<file path="src/rtl/tnoc_flit_arbiter_pkg.sv">
// Shared types and helpers for the packet-locked flit arbiter.
// Vectors are sized for up to MAX_REQ requesters; unused upper bits are zero.
package tnoc_flit_arbiter_pkg;

    localparam int MAX_REQ = 16;
    localparam int IDX_W   = 4;

    typedef logic [MAX_REQ-1:0] req_vec_t;
    typedef logic [IDX_W-1:0]   req_idx_t;

    typedef enum logic {
        IDLE,
        LOCKED
    } arb_state_e;

    // Wrapping at MAX_REQ visits the same order as wrapping at the real
    // requester count, because the bits above it are always zero.
    function automatic req_vec_t rr_select(input req_vec_t valid, input req_idx_t pointer);
        req_vec_t sel;
        logic     found;
        req_idx_t idx;
        sel   = '0;
        found = 1'b0;
        for (int i = 0; i < MAX_REQ; i++) begin
            idx = pointer + req_idx_t'(i);
            if (!found && valid[idx]) begin
                sel[idx] = 1'b1;
                found    = 1'b1;
            end
        end
        return sel;
    endfunction

    function automatic req_idx_t onehot_to_index(input req_vec_t onehot);
        req_idx_t idx;
        idx = '0;
        for (int i = 0; i < MAX_REQ; i++) begin
            if (onehot[i]) begin
                idx = idx | req_idx_t'(i);
            end
        end
        return idx;
    endfunction

endpackage

</file>
<file path="src/rtl/tnoc_flit_skid_buffer.sv">
// Two-entry valid/ready register slice. o_not_full is registered so that the
// upstream accept path never depends combinationally on i_ready.
module tnoc_flit_skid_buffer #(
    parameter int WIDTH = 65
) (
    input  logic             clk,
    input  logic             rst,
    input  logic             i_valid,
    output logic             o_not_full,
    input  logic [WIDTH-1:0] i_data,
    output logic             o_valid,
    input  logic             i_ready,
    output logic [WIDTH-1:0] o_data
);

    logic [WIDTH-1:0] mem_q [2];
    logic [WIDTH-1:0] mem_d [2];
    logic             wr_ptr_q, wr_ptr_d;
    logic             rd_ptr_q, rd_ptr_d;
    logic [1:0]       count_q, count_d;
    logic             not_full_q, not_full_d;
    logic             push, pop;

    always_comb begin
        push     = i_valid && not_full_q;
        pop      = (count_q != 2'd0) && i_ready;
        mem_d    = mem_q;
        wr_ptr_d = wr_ptr_q;
        rd_ptr_d = rd_ptr_q;
        count_d  = count_q;
        if (push) begin
            mem_d[wr_ptr_q] = i_data;
            wr_ptr_d        = ~wr_ptr_q;
        end
        if (pop) begin
            rd_ptr_d = ~rd_ptr_q;
        end
        case ({push, pop})
            2'b10:   count_d = count_q + 2'd1;
            2'b01:   count_d = count_q - 2'd1;
            default: count_d = count_q;
        endcase
        not_full_d = (count_d != 2'd2);
    end

    // not_full starts at 0 so nothing can be granted while rst is held.
    always_ff @(posedge clk or posedge rst) begin
        if (rst) begin
            wr_ptr_q   <= 1'b0;
            rd_ptr_q   <= 1'b0;
            count_q    <= 2'd0;
            not_full_q <= 1'b0;
        end else begin
            wr_ptr_q   <= wr_ptr_d;
            rd_ptr_q   <= rd_ptr_d;
            count_q    <= count_d;
            not_full_q <= not_full_d;
        end
    end

    always_ff @(posedge clk) begin
        mem_q <= mem_d;
    end

    assign o_not_full = not_full_q;
    assign o_valid    = (count_q != 2'd0);
    assign o_data     = o_valid ? mem_q[rd_ptr_q] : '0;

endmodule

</file>
<file path="src/rtl/tnoc_flit_packet_arbiter.sv">
// Round-robin arbiter merging REQUESTERS flit streams onto one channel,
// holding the grant from head to tail so packets never interleave.
module tnoc_flit_packet_arbiter #(
    parameter int REQUESTERS   = 2,
    parameter int FLIT_WIDTH   = 64,
    parameter int LOCK_ON_HEAD = 1
) (
    input  logic                             clk,
    input  logic                             rst,
    input  logic [REQUESTERS-1:0]            i_valid,
    output logic [REQUESTERS-1:0]            o_ready,
    input  logic [REQUESTERS*FLIT_WIDTH-1:0] i_flit,
    input  logic [REQUESTERS-1:0]            i_tail,
    output logic                             o_valid,
    input  logic                             i_ready,
    output logic [FLIT_WIDTH-1:0]            o_flit,
    output logic                             o_tail,
    output logic [REQUESTERS-1:0]            o_grant,
    output logic                             o_locked
);
    import tnoc_flit_arbiter_pkg::*;

    localparam int PTR_W = (REQUESTERS > 1) ? $clog2(REQUESTERS) : 1;

    arb_state_e       state_q, state_d;
    logic [PTR_W-1:0] rr_ptr_q, rr_ptr_d;
    logic [PTR_W-1:0] owner_q, owner_d;
    logic [PTR_W-1:0] win_sel;
    req_vec_t         sel_vec;
    logic             buf_ok;
    logic             push;
    logic [FLIT_WIDTH:0] push_data;

    function automatic logic [PTR_W-1:0] next_ptr(input logic [PTR_W-1:0] p);
        return (p == PTR_W'(REQUESTERS - 1)) ? '0 : p + PTR_W'(1);
    endfunction

    always_comb begin
        state_d  = state_q;
        rr_ptr_d = rr_ptr_q;
        owner_d  = owner_q;
        o_grant  = '0;
        o_ready  = '0;
        push     = 1'b0;
        win_sel  = owner_q;
        sel_vec  = rr_select(req_vec_t'(i_valid), req_idx_t'(rr_ptr_q));
        case (state_q)
            IDLE: begin
                if (buf_ok && (|i_valid)) begin
                    win_sel = PTR_W'(onehot_to_index(sel_vec));
                    o_grant = sel_vec[REQUESTERS-1:0];
                    o_ready = sel_vec[REQUESTERS-1:0];
                    push    = 1'b1;
                    if (i_tail[win_sel] || (LOCK_ON_HEAD == 0)) begin
                        rr_ptr_d = next_ptr(win_sel);
                    end else begin
                        state_d = LOCKED;
                        owner_d = win_sel;
                    end
                end
            end
            LOCKED: begin
                // Other requesters are ignored; a bubble from the owner simply holds.
                o_grant = REQUESTERS'(1) << owner_q;
                o_ready = buf_ok ? o_grant : '0;
                push    = buf_ok && i_valid[owner_q];
                if (push && i_tail[owner_q]) begin
                    state_d  = IDLE;
                    rr_ptr_d = next_ptr(owner_q);
                end
            end
            default: state_d = IDLE;
        endcase
        push_data = {i_tail[win_sel], i_flit[win_sel*FLIT_WIDTH +: FLIT_WIDTH]};
    end

    always_ff @(posedge clk or posedge rst) begin
        if (rst) begin
            state_q  <= IDLE;
            rr_ptr_q <= '0;
            owner_q  <= '0;
            o_locked <= 1'b0;
        end else begin
            state_q  <= state_d;
            rr_ptr_q <= rr_ptr_d;
            owner_q  <= owner_d;
            o_locked <= (state_d == LOCKED);
        end
    end

    tnoc_flit_skid_buffer #(
        .WIDTH (FLIT_WIDTH + 1)
    ) u_skid (
        .clk        (clk),
        .rst        (rst),
        .i_valid    (push),
        .o_not_full (buf_ok),
        .i_data     (push_data),
        .o_valid    (o_valid),
        .i_ready    (i_ready),
        .o_data     ({o_tail, o_flit})
    );

`ifndef SYNTHESIS
    logic [FLIT_WIDTH-1:0] owner_flit;
    assign owner_flit = i_flit[owner_q*FLIT_WIDTH +: FLIT_WIDTH];

    a_grant_onehot: assert property (@(posedge clk) disable iff (rst)
        $onehot0(o_grant));
    a_ready_in_grant: assert property (@(posedge clk) disable iff (rst)
        ((o_ready & ~o_grant) == '0));
    a_owner_stable: assert property (@(posedge clk) disable iff (rst)
        (state_q == LOCKED && i_valid[owner_q] && !o_ready[owner_q]) |=>
        (!i_valid[owner_q] || ($stable(owner_flit) && $stable(i_tail[owner_q]))));
`endif

endmodule

</file>
<file path="config.mk">
export PLATFORM = sky130hd
export DESIGN_NAME = tnoc_flit_packet_arbiter
export DESIGN_NICKNAME = d
export VERILOG_FILES = /design/src/rtl/tnoc_flit_arbiter_pkg.sv /design/src/rtl/tnoc_flit_skid_buffer.sv /design/src/rtl/tnoc_flit_packet_arbiter.sv
export SDC_FILE = /design/constraint.sdc
export NUM_CORES = 1
export LEC_CHECK = 0
export BUFFER_PORTS_ARGS = -buffer_cell sky130_fd_sc_hd__buf_2
export CAP_MARGIN = 20
export CORE_ASPECT_RATIO = 1.25
export CORE_UTILIZATION = 45
export CTS_BUF_LIST = sky130_fd_sc_hd__clkbuf_16
export CTS_CLUSTER_SIZE = 40
export DETAILED_ROUTE_END_ITERATION = 6
export GPL_ROUTABILITY_DRIVEN = 0
export PLACE_DENSITY_LB_ADDON = 0.1
export SYNTH_ARGS = -nofsm -noshare
export SYNTH_HDL_FRONTEND = slang
export SYNTH_HIERARCHICAL = 1
export SYNTH_SLANG_ARGS = --single-unit
export TNS_END_PERCENT = 100
</file>
<file path="constraint.sdc">
create_clock -name clk -period 4.78 [get_ports clk]
set_input_delay 0.717 -clock clk [delete_from_list [all_inputs] [get_ports clk]]
set_output_delay 0.717 -clock clk [all_outputs]
set_load 0.01 [all_outputs]
</file>
# After elaboration in Yosys (flattened, before gate mapping)
# Cells that the tools add are included.
# totals
wordCells	296
output_inout_bits	71
inputBits	135
ff_bits	138
# classes
bitwise_logic	21
order_cmp	38
add_sub_neg	19
n_mux	145
n_reduce_logical	56
n_eq_ne	6
n_shift	2
# ops
op	count
65-bit 2-to-1 mux	5
16-bit 2-to-1 mux	15
16-bit OR	14
130-bit bitwise mux	1
128-bit by 8-bit indexed part select with 64-bit output	1
1-bit 2-to-1 mux	71
65-bit demux with 1-bit select	1
1-bit binary-select mux with 4-bit select	15
1-bit demux with 4-bit select	15
4-bit by 5-bit < comparator with 1-bit output, second input constant	12
4-bit by 1-bit >= comparator with 1-bit output, second input constant	12
1-bit logical AND	37
4-bit 2-to-1 mux	6
1-bit by 3-bit adder with 4-bit output, second input constant	4
1-bit by 4-bit adder with 4-bit output, second input constant	4
2-bit by 16-bit OR with 16-bit output	1
1-bit logical NOT	15
3-bit 2-to-1 mux	4
2-bit case mux with 2 select lines	3
3-bit by 5-bit < comparator with 1-bit output, second input constant	2
2-bit 2-to-1 mux	5
2-bit by 3-bit adder with 4-bit output, second input constant	2
1-bit by 2-bit adder with 3-bit output, second input constant	2
3-bit by 1-bit >= comparator with 1-bit output, second input constant	2
other kinds (25)	38

# Depth between registers and ports, before layout
# logic_depth
depth_word	69
depth_mapped	9
depth_no_buf	8

# By module
# Netlist, hierarchy kept.
# modules_own_cells
mod	area_per_inst_um2	cells_each	seq_area_each_um2	n_inst
tnoc_flit_skid_buffer	5272.6	299	4028.9	1
tnoc_flit_packet_arbiter	1383.8	112	75.1	1

# Worst setup path after synthesis
# Ideal clock, no wire load.
# synth_timing
path_kind	input to register
startpoint	in i_valid[1]
endpoint	reg u_skid/mem_q[100] (netlist name), enable pin
t_required_ns	4.292
cell_stages	6
n_path_buf	1
setup_ns	0.488
path_slack_ns	0.235
t_arrival_ns	4.057
path_cell_list	buf_2 > mux2i_1 > a21o_1 > inv_1 > nand2_1 > nor2_1
# synth_between
elab_chain_len	5
word_cells_on_any_way	8
cone_classes	mux (4); reduce/logical (4)
# synth_rtl
element	line	text
start: declaration	tnoc_flit_packet_arbiter.sv:10	input logic [REQUESTERS-1:0] i_valid,
1-bit 2-to-1 mux (implied by the code) / 2-bit OR reduction (equally long branches)	tnoc_flit_packet_arbiter.sv:66, tnoc_flit_packet_arbiter.sv:49	
1-bit 2-to-1 mux (implied by the code) / 1-bit logical AND (equally long branches)	tnoc_flit_packet_arbiter.sv:66, tnoc_flit_packet_arbiter.sv:49	
1-bit logical AND / 1-bit 2-to-1 mux (equally long branches)	tnoc_flit_packet_arbiter.sv:66, tnoc_flit_packet_arbiter.sv:49	
1-bit case mux with 2 select lines *	tnoc_flit_packet_arbiter.sv:47	case (state_q)
net push	tnoc_flit_packet_arbiter.sv:31	logic push;
1-bit logical AND *	tnoc_flit_skid_buffer.sv:25	push = i_valid && not_full_q;
end signal: assignment	tnoc_flit_skid_buffer.sv:62	mem_q <= mem_d;
end: declaration	tnoc_flit_skid_buffer.sv:16	logic [WIDTH-1:0] mem_q [2];
# Mark *: on every way through the listed nets, which the timed path passes. The rest lies on a longest branch. The select of a mux whose other input is x is not followed.
# A chain may end at the register's enable or synchronous reset.

# Worst setup path in the final report
# layout_timing
startpoint	reg u_skid.count_q[0]
endpoint	out o_flit[43]
# layout_between
elab_chain_len	2
# layout_rtl
element	line	text
start: declaration	tnoc_flit_skid_buffer.sv:20	logic [1:0] count_q, count_d;
start signal: assignment	tnoc_flit_skid_buffer.sv:56	count_q <= count_d;
2-bit nonzero test	tnoc_flit_skid_buffer.sv:66	assign o_valid = (count_q != 2'd0);
65-bit 2-to-1 mux	tnoc_flit_skid_buffer.sv:67	assign o_data = o_valid ? mem_q[rd_ptr_q] : '0;
end: declaration	tnoc_flit_packet_arbiter.sv:16	output logic [FLIT_WIDTH-1:0] o_flit,
# Every way passes these cells.

==> results.cfg <==
[run_status]
status = finished, final reports clean

[cts]
clock-sinks = 138
post_cts_buffers = 0
ctsResizeCount = 0
postCtsHoldBufs = 0
root_buffer = clkbuf_16
cts_buffer_depth = 2
h-tree-depth = 4
clk_pin_slew_ns = 0.06
clk_latency_ns = 0.41
cts_buffers = 17
tritoncts = built

[placed_design]
placed_cell_area_mm2 = 0.00764
io_buffers = 205
pre_cts_ws_ns = 1.93
dp_hpwl_um = 8670

[global_routing]
grt_start_max_net_pins = 67
grt_pass1_wl_um = 19200
grt.overflow.total = 0
grt_pass1_vias = 3930
grt_usage_pct = 16.4
antenna_found_initial = 0

[sta]
post-route-period-util_pct = 65.3
setup_violations = 0
fmax_mhz = 320
max_slew_margin_pct = 39.9
hold_viol_final = 0
fin_tns_setup_ns = 0
skew_ns = 0.0118
tightest_slew_ns = 0.899
min_period_ns = 3.12
setup_ws_ns = 1.66
drv_slew = 0
rsz0062_at_grt = no

[routing]
routed_wl_um = 12600
antenna_left = 0
wl_met2_um = 6710
vias = 3930
drt_iter0_drc = 117
vias_per_cell = 4.86
drt-pass1-iter-count = 4
wl_met1_um = 5100
wl_per_cell_um = 15.6
wl_met3_um = 666
drcViolationCount = 0
dr.max_layer_used = met4

[finish]
area_growth_pct = 23.5
multiInputGateArea_mm2 = 0.00221
final_core_util_pct = 57.0
nets = 753
num_antenna_cells = 0
nFillCells = 1205
ff_latch_area_mm2 = 0.00411
final_cell_mix = buf_2, edfxtp_1, mux2i_1
drive_above_1_share_pct = 52.7
mostFrequentLayoutCell = buf_2
final_area_mm2 = 0.00822

[synth]
async_flop_share_pct = 5.80
yosysWarnings = 6
postSynthCellCount = 411
syn_nets = 547
ys_seq_area_share_pct = 61.7
synthFlopType = edfxtp_1
avgSynthCellArea_um2 = 16.2
synth_edf_count = 130
syn-cell-area_mm2 = 0.00666
synth.distinct_cells = 36
synth_seq_cells = 138

[die]
die_y_um = 138
core.rowCount = 49
core_area_mm2 = 0.0144
dieArea_mm2 = 0.0153
start_util_pct = 46.2
die_w_um = 111
io-pin-count = 206

[run]
max_cap_violations = 0

[worst_setup_path]
worstReg2RegStart = u_skid/o_not_full
cp.required_ns = 4.06
crit_slowest_cell = nor2_4
critPathKind = flip-flop to output port
critical_path_peak_fanout = 37
crit_start = u_skid/count_q[0]
crit_path_max_incr_delay_ns = 0.72
crit_chain = nor2_4, buf_4, nor2_1, buf_2
cp-endpoint = o_flit[43]
worst_r2r_endpoint = u_skid/mem_q[67]
reg2reg_slack_ns = 2.27
crit_arrival_ns = 2.40
start_kind = flip-flop
reg2reg_depth = 6
cp-end-kind = output port

[power]
peakVddDrop_mv = 0.367
cellPowerDensity_mw_per_mm2 = 704
p_leak_nw = 3.61
power.total_mw = 5.79

[hold_path]
hold_path_class = input pin to asynchronous set/reset pin
cell usage after synthesis (3+ instances only):
cell	instances	share of area, %
nand2_1	7	0.39
xnor2_1	3	0.39
buf_4	3	0.34
dfrtp_1	8	3.0
buf_12	10	3.0
mux2_2	16	2.7
o21ai_0	4	0.30
nor2_1	58	3.3
nand2b_1	3	0.28
buf_6	9	1.5
nor2_2	11	1.0
mux2i_1	67	10
inv_1	5	0.28
buf_2	3	0.23
mux2_4	50	11
edfxtp_1	130	59
where the power goes:
group | internal (mW) | switching (mW)
clock | 0.681 | 0.517
combinational | 1.13 | 1.37
sequential | 1.92 | 0.175
total | 3.73 | 2.06
final cells by class:
type	instances	share of cell area [%]
Sequential cell	138	50.0
Multi-Input combinational cell	242	26.9
Timing Repair Buffer	212	13.4
Clock inverter	15	1.57
Clock buffer	17	5.18
Tap cell	178	2.71
Inverter	6	0.274
how the worst min path moves through the flow:
stage                     slack (ns)               to             from  cells past startpoint
after floorplan                 0.46  u_skid/wr_ptr_q  u_skid/wr_ptr_q                      1
after global placement          0.53  u_skid/wr_ptr_q  u_skid/wr_ptr_q                      1
after detailed placement        0.54  u_skid/wr_ptr_q  u_skid/wr_ptr_q                      1
after CTS                       0.17          state_q              rst                      2
after global routing            0.17          state_q              rst                      2
final                           0.18          state_q              rst                      2
per-layer routing:
| metal | track usage (%) | vias up |
|---|---|---|
| met5 | 0 | - |
| met4 | 6.30 | 0 |
| met3 | 4.28 | 12 |
| met2 | 29.3 | 121 |
| met1 | 19.0 | 1856 |
| li1 | - | 1941 |
critical path, delay by kind of cell (launching register included):
kind / cells / cell delay (ns)
buffers and inverters: 2 / 0.66
AND/OR/NAND/NOR: 2 / 0.85
flip-flops: 1 / 0.47
sequential cells by signal, summed over array words and instances (netlist names):
signal	count
owner_q	1
rr_ptr_q	1
u_skid/count_q	2
u_skid/rd_ptr_q	1
u_skid/mem_q	130
u_skid/wr_ptr_q	1
state_q	1
u_skid/o_not_full	1
cell families after synthesis:
family | Yosys count | synth area share [%]
AOI/OAI and AO/OA | 17 | 2.11
buffers and inverters | 31 | 5.43
and+or+nand+nor | 86 | 5.90
xor gates and xnor gates | 5 | 0.658
adders and majority gates | 1 | 0.188
muxes | 133 | 24.1
DFF | 138 | 61.7
per-stage QoR:
stage / cells / hold WS [ns]
global route: 808 / 0.172
finish: 808 / 0.183
detailed placement: 775 / 0.537
floorplan: 411 / 0.460
CTS: 807 / 0.170
global placement: 775 / 0.530
No activity file was read; power rests on OpenSTA's default activity.
